===== src/rtl/hazard_scoreboard.sv =====
// hazard_scoreboard: pipeline hazard controller for the 5-stage WISC core.
// Decodes the instruction in ID and tracks the destinations of the instructions in EX and
// MEM. It raises a combinational stall on hazards that forwarding cannot cover, drops a
// bubble into EX, and registers the EX operand-forward selects.
//
// Build option: define HAZARD_FORWARD_EN to enable forwarding. Without it, the forward
// selects are tied to 0 and any RAW hazard against EX or MEM stalls.
//
// Parameters:
//   CNT_W  width of the saturating stall-cycle counter
//   REG_W  register specifier width (must match the 3-bit instruction fields)
// Ports:
//   i_clk          clock; all state changes on the rising edge
//   i_rst_n        asynchronous active-low reset
//   i_id_inst      instruction currently in ID
//   i_id_valid     i_id_inst is a real instruction (0 = bubble)
//   i_flush        taken branch/jump: kill the ID and EX entries
//   o_stall        combinational: hold PC and IF/ID, insert a bubble into EX
//   o_fwd_a_sel    registered EX operand A select: 0 regfile, 1 EX/MEM, 2 MEM/WB
//   o_fwd_b_sel    registered EX operand B select, same encoding
//   o_stall_cnt    saturating count of cycles with o_stall=1
module hazard_scoreboard #(
  parameter int unsigned CNT_W = 16,
  parameter int unsigned REG_W = 3
) (
  input  logic             i_clk,
  input  logic             i_rst_n,
  input  logic [15:0]      i_id_inst,
  input  logic             i_id_valid,
  input  logic             i_flush,
  output logic             o_stall,
  output logic [1:0]       o_fwd_a_sel,
  output logic [1:0]       o_fwd_b_sel,
  output logic [CNT_W-1:0] o_stall_cnt
);

  logic [4:0]       w_op;
  logic [REG_W-1:0] w_src_a;
  logic [REG_W-1:0] w_src_b;
  logic [REG_W-1:0] w_dest;
  logic             w_use_a;
  logic             w_use_b;
  logic             w_has_dest;
  logic             w_bubble;
  logic             w_stall;
  logic             w_ex_a;
  logic             w_ex_b;
  logic             w_mem_a;
  logic             w_mem_b;
  logic             w_unused_func;

  // EX and MEM scoreboard entries. Once an entry moves on to WB the write-through regfile
  // already covers it, so WB needs no stored entry.
  logic             r_ex_v;
  logic [REG_W-1:0] r_ex_dest;
  logic             r_mem_v;
  logic [REG_W-1:0] r_mem_dest;
  logic [CNT_W-1:0] r_stall_cnt;

  assign w_op          = i_id_inst[15:11];
  assign w_src_a       = i_id_inst[10:8];
  assign w_src_b       = i_id_inst[7:5];
  assign w_unused_func = ^i_id_inst[1:0];

  // Source usage and destination decode
  always_comb begin
    w_use_a    = 1'b0;
    w_use_b    = 1'b0;
    w_has_dest = 1'b0;
    w_dest     = '0;
    casez (w_op)
      5'b11001, 5'b1101?, 5'b111??: begin
        w_use_a    = 1'b1;
        w_use_b    = 1'b1;
        w_has_dest = 1'b1;
        w_dest     = i_id_inst[4:2];
      end
      5'b010??, 5'b101??, 5'b10001: begin
        w_use_a    = 1'b1;
        w_has_dest = 1'b1;
        w_dest     = i_id_inst[7:5];
      end
      5'b10000: begin
        w_use_a = 1'b1;
        w_use_b = 1'b1;
      end
      5'b10011: begin
        w_use_a    = 1'b1;
        w_use_b    = 1'b1;
        w_has_dest = 1'b1;
        w_dest     = i_id_inst[10:8];
      end
      5'b10010: begin
        w_use_a    = 1'b1;
        w_has_dest = 1'b1;
        w_dest     = i_id_inst[10:8];
      end
      5'b11000: begin
        w_has_dest = 1'b1;
        w_dest     = i_id_inst[10:8];
      end
      5'b00111: begin
        w_use_a    = 1'b1;
        w_has_dest = 1'b1;
        w_dest     = {REG_W{1'b1}};
      end
      5'b00110: begin
        w_has_dest = 1'b1;
        w_dest     = {REG_W{1'b1}};
      end
      5'b00101, 5'b011??: begin
        w_use_a = 1'b1;
      end
      default: ;
    endcase
  end

  assign w_ex_a  = r_ex_v & (r_ex_dest == w_src_a);
  assign w_ex_b  = r_ex_v & (r_ex_dest == w_src_b);
  assign w_mem_a = r_mem_v & (r_mem_dest == w_src_a);
  assign w_mem_b = r_mem_v & (r_mem_dest == w_src_b);

`ifdef HAZARD_FORWARD_EN
  logic       w_is_ld;
  logic [1:0] w_fwd_a_d;
  logic [1:0] w_fwd_b_d;
  logic       r_ex_ld;
  logic [1:0] r_fwd_a_sel;
  logic [1:0] r_fwd_b_sel;

  assign w_is_ld = (w_op == 5'b10001);

  // Only a load still in EX cannot be forwarded; one bubble moves it to MEM.
  assign w_stall = i_id_valid & r_ex_ld & ((w_use_a & w_ex_a) | (w_use_b & w_ex_b));

  // EX is checked first so that the youngest writer wins.
  always_comb begin
    w_fwd_a_d = 2'd0;
    w_fwd_b_d = 2'd0;
    if (!w_bubble) begin
      if (w_use_a) begin
        if (w_ex_a && !r_ex_ld) w_fwd_a_d = 2'd1;
        else if (w_mem_a)       w_fwd_a_d = 2'd2;
      end
      if (w_use_b) begin
        if (w_ex_b && !r_ex_ld) w_fwd_b_d = 2'd1;
        else if (w_mem_b)       w_fwd_b_d = 2'd2;
      end
    end
  end

  always_ff @(posedge i_clk or negedge i_rst_n) begin
    if (!i_rst_n) begin
      r_ex_ld     <= 1'b0;
      r_fwd_a_sel <= 2'd0;
      r_fwd_b_sel <= 2'd0;
    end else begin
      r_ex_ld     <= ~w_bubble & w_has_dest & w_is_ld;
      r_fwd_a_sel <= w_fwd_a_d;
      r_fwd_b_sel <= w_fwd_b_d;
    end
  end

  assign o_fwd_a_sel = r_fwd_a_sel;
  assign o_fwd_b_sel = r_fwd_b_sel;
`else
  // Without forwarding, ID waits until every producer has reached WB.
  assign w_stall = i_id_valid & ((w_use_a & (w_ex_a | w_mem_a)) | (w_use_b & (w_ex_b | w_mem_b)));

  assign o_fwd_a_sel = 2'd0;
  assign o_fwd_b_sel = 2'd0;
`endif

  // A flush kills the ID instruction even if it is also stalling.
  assign w_bubble = w_stall | i_flush | ~i_id_valid;

  always_ff @(posedge i_clk or negedge i_rst_n) begin
    if (!i_rst_n) begin
      r_ex_v      <= 1'b0;
      r_ex_dest   <= '0;
      r_mem_v     <= 1'b0;
      r_mem_dest  <= '0;
      r_stall_cnt <= '0;
    end else begin
      r_mem_v    <= r_ex_v;
      r_mem_dest <= r_ex_dest;
      r_ex_v     <= ~w_bubble & w_has_dest;
      r_ex_dest  <= w_bubble ? '0 : w_dest;
      if (w_stall && (r_stall_cnt != {CNT_W{1'b1}})) begin
        r_stall_cnt <= r_stall_cnt + CNT_W'(1);
      end
    end
  end

  assign o_stall     = w_stall;
  assign o_stall_cnt = r_stall_cnt;

endmodule

===== config.mk =====
export PLATFORM = sky130hd
export DESIGN_NAME = hazard_scoreboard
export DESIGN_NICKNAME = d
export VERILOG_FILES = /design/src/rtl/hazard_scoreboard.sv
export SDC_FILE = /design/constraint.sdc
export NUM_CORES = 1
export LEC_CHECK = 0
export ABC_AREA = 1
export CAP_MARGIN = 40
export CORE_ASPECT_RATIO = 0.9
export CORE_MARGIN = 1.5
export CORE_UTILIZATION = 53
export CTS_CLUSTER_SIZE = 20
export DETAILED_ROUTE_END_ITERATION = 8
export GPL_TIMING_DRIVEN = 0
export PLACE_DENSITY = 0.83
export SLEW_MARGIN = 20
export SYNTH_ARGS = -nofsm -noshare
export SYNTH_HDL_FRONTEND = slang
export SYNTH_SLANG_ARGS = --single-unit

===== constraint.sdc =====
create_clock -name i_clk -period 3.7 [get_ports i_clk]
set_input_delay 0.74 -clock i_clk [delete_from_list [all_inputs] [get_ports i_clk]]
set_output_delay 0.74 -clock i_clk [all_outputs]
set_load 0.05 [all_outputs]

* After elaboration in Yosys (flattened, before gate mapping) *
Cells that the tools add are included.
W data, S select, Z words.

word-level totals
  register bits = 24
  output and inout bits = 21
  logic and storage cells = 53

operators by class
  $add $sub $neg = 1
  equal/unequal tests = 19
  mux-type cells = 5
  bitwise operators = 15
  reduce and logical (&&, ||, !) cells = 8

operators by type and width
  cell                     count
  $eq A5 B5 Y1 const B     6
  $add A16 B1 Y16 const B  1
  $ne A16 B16 Y1 const B   1
  $eq A5 B3 Y1 const B     3
  $eq A3 B3 Y1             4
  $pmux W3 S4              1
  $reduce_or A12 Y1        1
  $reduce_or A11 Y1        1
  $reduce_or A3 Y1         3
  $and A1 B1 Y1            8
  $eq A3 B2 Y1 const B     2
  $eq A3 B3 Y1 const B     2
  $or A1 B1 Y1             5
  $reduce_or A5 Y1         1
  $eq A4 B4 Y1 const B     1
  $mux W1                  3
  $mux W3                  1
  $not A1 Y1               2
  $reduce_or A2 Y1         1
  $logic_and A1 B1 Y1      1

* Logic depth before layout (Yosys ltp) *
  depth after elaboration = 10
  mapped depth = 13
  gate-level depth less buffers = 12

* Worst setup path before layout *
Ideal clock, no wire load.

  kind = input -> output
  start point = input i_id_inst[15]
  end point = output o_stall
  arrival = 2054 ps
  setup slack = 906 ps
  stages on the path = 9
  cells stage by stage = inv_2 -> nor2_2 -> nand2_1 -> o21a_1 -> nand2_1 -> nand2_1 -> nand2_2 -> inv_1 -> nor2_1

between the ends
  longest elaborated chain between the ends = 6
  elaborated cells between the ends (all ways) = 20

ends and longest elaborated chain
  what                                                                           line  source
  from (decl)                                                                    28    input logic [15:0] i_id_inst,
  $eq A5 B3 Y1 (tied with other cells)                                           71    casez (w_op)
  $reduce_or A12 Y1 (no source line) / $reduce_or A5 Y1 (equally long branches)  n/a
  $mux W1                                                                        71
  $and A1 B1 Y1                                                                  168   assign w_stall = i_id_valid & ((w_use_a & (w_ex_a | w_mem_a)) | (w_use_b & (w_ex_b | w_mem_b)));
  $or A1 B1 Y1 (*)                                                               168
  $and A1 B1 Y1 (*)                                                              168
  to (decl)                                                                      31    output logic o_stall,

Mark *: on every way between the ends. The rest lies on a longest branch, timed or not.

* Worst setup path after layout *
  start point = input i_id_inst[13]
  end point = output o_stall

Same word-level chain as after synthesis.

==> results.toml <==
[sta]
hold_viol_final = 0
max_freq_ghz = 0.2901
tightest_slew_ps = 643.1
finalCritPeriodShare = 0.9318
rsz0062_at_grt = "false"
period_needed_ps = 3447
final-setup-viol-count = 0
finClkSkew_ps = 2.289
slew-limit-headroom = 0.5699
drv_slew = 0
whs_ps = 444.4

[floorplanning]
num_rows = 19
ios = 41
die_area_um2 = 3530
core_area_um2 = 3043
fp.dieH_um = 56.52
die-width_um = 62.47
initial_core_util = 0.5543

[worst_hold_path]
min_from = "r_ex_v"
hold_path_depth = 0
hp-class = "reg2reg"
hold_end = "r_mem_v"

[grt]
grt_max_degree = 16
grt_use_total = 0.2277
grt_pass1_wl_mm = 6.513
antenna_found_initial = 0
gr-total-overflow = 0
grt_pass1_vias = 1521

[final_layout]
nets = 300
layoutNonFillerInstCount = 319
area_growth_pct = 25.30
final_util = 0.6945
drive_above_1_share = 0.07581
antenna_cells = 0

[synthesis]
yosysTopAreaCellShare = 0.3561
yosys.area_share.adder = 0.007418
synth_top_family_by_area = "simple AND/OR/NAND/NOR gates"
synth_mux_area_frac = 0
yosysMostFrequentCell = "nand2_1"
synthXorXnorAreaFrac = 0.1091
ys_seq_elements = 24
synth_edf_count = 0
yosysWarnings = 0
synth-seq-area-share = 0.3561
yosys_most_used_dff = "dfrtp_1"
async_flop_share = 1.000
synth_top_area_cell = "dfrtp_1"
synthSimpleGateAreaFrac = 0.4139
synth_compound_area_frac = 0.02745
syn_area_per_cell_um2 = 7.117
synthCells = 237
netlist_area_um2 = 1687
synthTopCellsByArea = "dfrtp_1, nand2_1, xnor2_1, nand4_1, nor2_1"
synthTopCellsByCount = "nand2_1, nor2_1, dfrtp_1"
netlist-cell-type-count = 25

[setup_path]
critPathMaxStageDelay_ps = 530
start_kind = "input port"
cp.buffers_inverters = 4
rr_startpoint = "o_stall_cnt[0]"
crit_arrival_ps = 2710
cp-end-kind = "output port"
crit_required_ps = 2960
crit_top_cell = "nand2_1"
path_cells = "clkdlybuf4s50_1 -> inv_1 -> nand2_1 -> nand2_1 -> nand2_1 -> nor2_1 -> nand2_1 -> nand2_1 -> nand2_2 -> inv_1 -> nor2_1 -> dlygate4sd2_1"
crit_fanout = 9
cp_top_family = "buffers and inverters"
crit_type = "in2out"
ff2ff_setup_slack_ps = 2010
reg2reg_to = "o_stall_cnt[7]"
crit_slowest_cell = "dlygate4sd2_1"
rr_worst_depth = 7

[detailed_routing]
vias = 1666
drt_pass1_iterations = 4
drt-wirelength-per-cell_um = 11.46
viasPerCell = 5.223
drt_iter0_markers = 107
drc_errors = 0
routed_wl_mm = 3.657
postRouteAntennaNets = 0

[cts]
cts_sinks = 24
cts_root_buffer = "clkbuf_4"
clock_latency_ps = 310
path_clk_slew_ps = 120
numCtsBuffers = 3
post-cts-setup-buffers = 0
cts_max_path_buffers = 2
cts_tree = "built"
htreeDepth = 1

[pwr]
power_density_nw_per_um2 = 268.3
ir_worst_vdd_mv = 0.2791
finalPower_mw = 0.5671
leakage_nw = 1.021

[job]
drv_cap = 0

[placed_design]
hpwl_mm = 2.957
port-buffer-count = 33
dp_cells = 316
place.gp.congestion = 0.9091

[outcome]
status = "completed"
[layout make-up]
type / count / area (µm²)
multi-input cells: 185 / 955.9
fillers: 261 / 929.6
flip-flops and latches: 24 / 600.6
repair buffers: 34 / 340.3
inverters: 22 / 82.58
plain buffers: 9 / 58.81
well taps: 42 / 52.55
clock buffers: 3 / 22.52
[routing by layer]
metal  up-vias  track usage  share of wire
met1       763       0.3225           0.45
li1        840            -              -
met5         -            0              0
met4         0      0.03810         0.0077
met3         5      0.03808          0.069
met2        58       0.3748           0.47
[what timing repair did]
action / in CTS / in global routing
hold buffers: 0 / 0
endpoints found under the setup margin: 1 / 0
resized for setup: 1 / 0
[worst max path at each step]
| stage | startpoint | endpoint | slack (ps) | cells after the start |
|---|---|---|---|---|
| finish | i_id_inst[13] | o_stall | 250 | 12 |
| global route | i_id_inst[13] | o_stall | 20 | 12 |
| CTS | i_id_inst[13] | o_stall | 250 | 12 |
| detailed placement | i_id_inst[13] | o_stall | -20 | 12 |
| global placement | i_id_inst[13] | o_stall | -6 | 12 |
| floorplan | i_id_inst[15] | o_stall | 910 | 9 |
[stage by stage]
step | instance area (µm²) | setup TNS, ps | setup WS, ps
2_1_floorplan | 1698 | 0 | 905.6
3_3_place_gp | 2081 | -5.619 | -5.619
3_5_place_dp | 2092 | -16.54 | -16.54
4_1_cts | 2113 | 0 | 246.3
5_1_grt | 2113 | 0 | 18.46
6_report | 2113 | 0 | 252.5
[registers in the layout (all words and copies together), names as in the netlist]
name,count
o_stall_cnt,16
r_ex_dest,3
r_mem_dest,3
r_ex_v,1
r_mem_v,1
[power breakdown]
group / total (mW) / internal (mW) / leakage [nW] / switching, mW
Sequential: 0.294 / 0.276 / 0.330 / 0.0185
Clock: 0.112 / 0.0381 / 0.0138 / 0.0735
Combinational: 0.161 / 0.0613 / 0.677 / 0.0997
[cell families after synthesis]
group           Yosys count
simple gates            153
buf+inv                  31
flops                    24
xor+xnor                 21
compound gates            6
fa+ha+maj                 1
other cells               1
[cells in the final DEF (no fill, tap or decap), types with 3 or more instances in the layout]
cell type / netlist / routed
a221oi_1: 3 / 3
buf_4: 4 / 4
clkbuf_4: 0 / 3
clkdlybuf4s50_1: 0 / 32
conb_1: 1 / 4
dfrtp_1: 24 / 24
inv_1: 19 / 19
inv_2: 3 / 3
nand2_1: 79 / 79
nand3_1: 18 / 18
nand4_1: 18 / 18
nor2_1: 28 / 28
xnor2_1: 14 / 14
xor2_1: 7 / 7
Note: power is estimated with default switching activity, not from simulation.
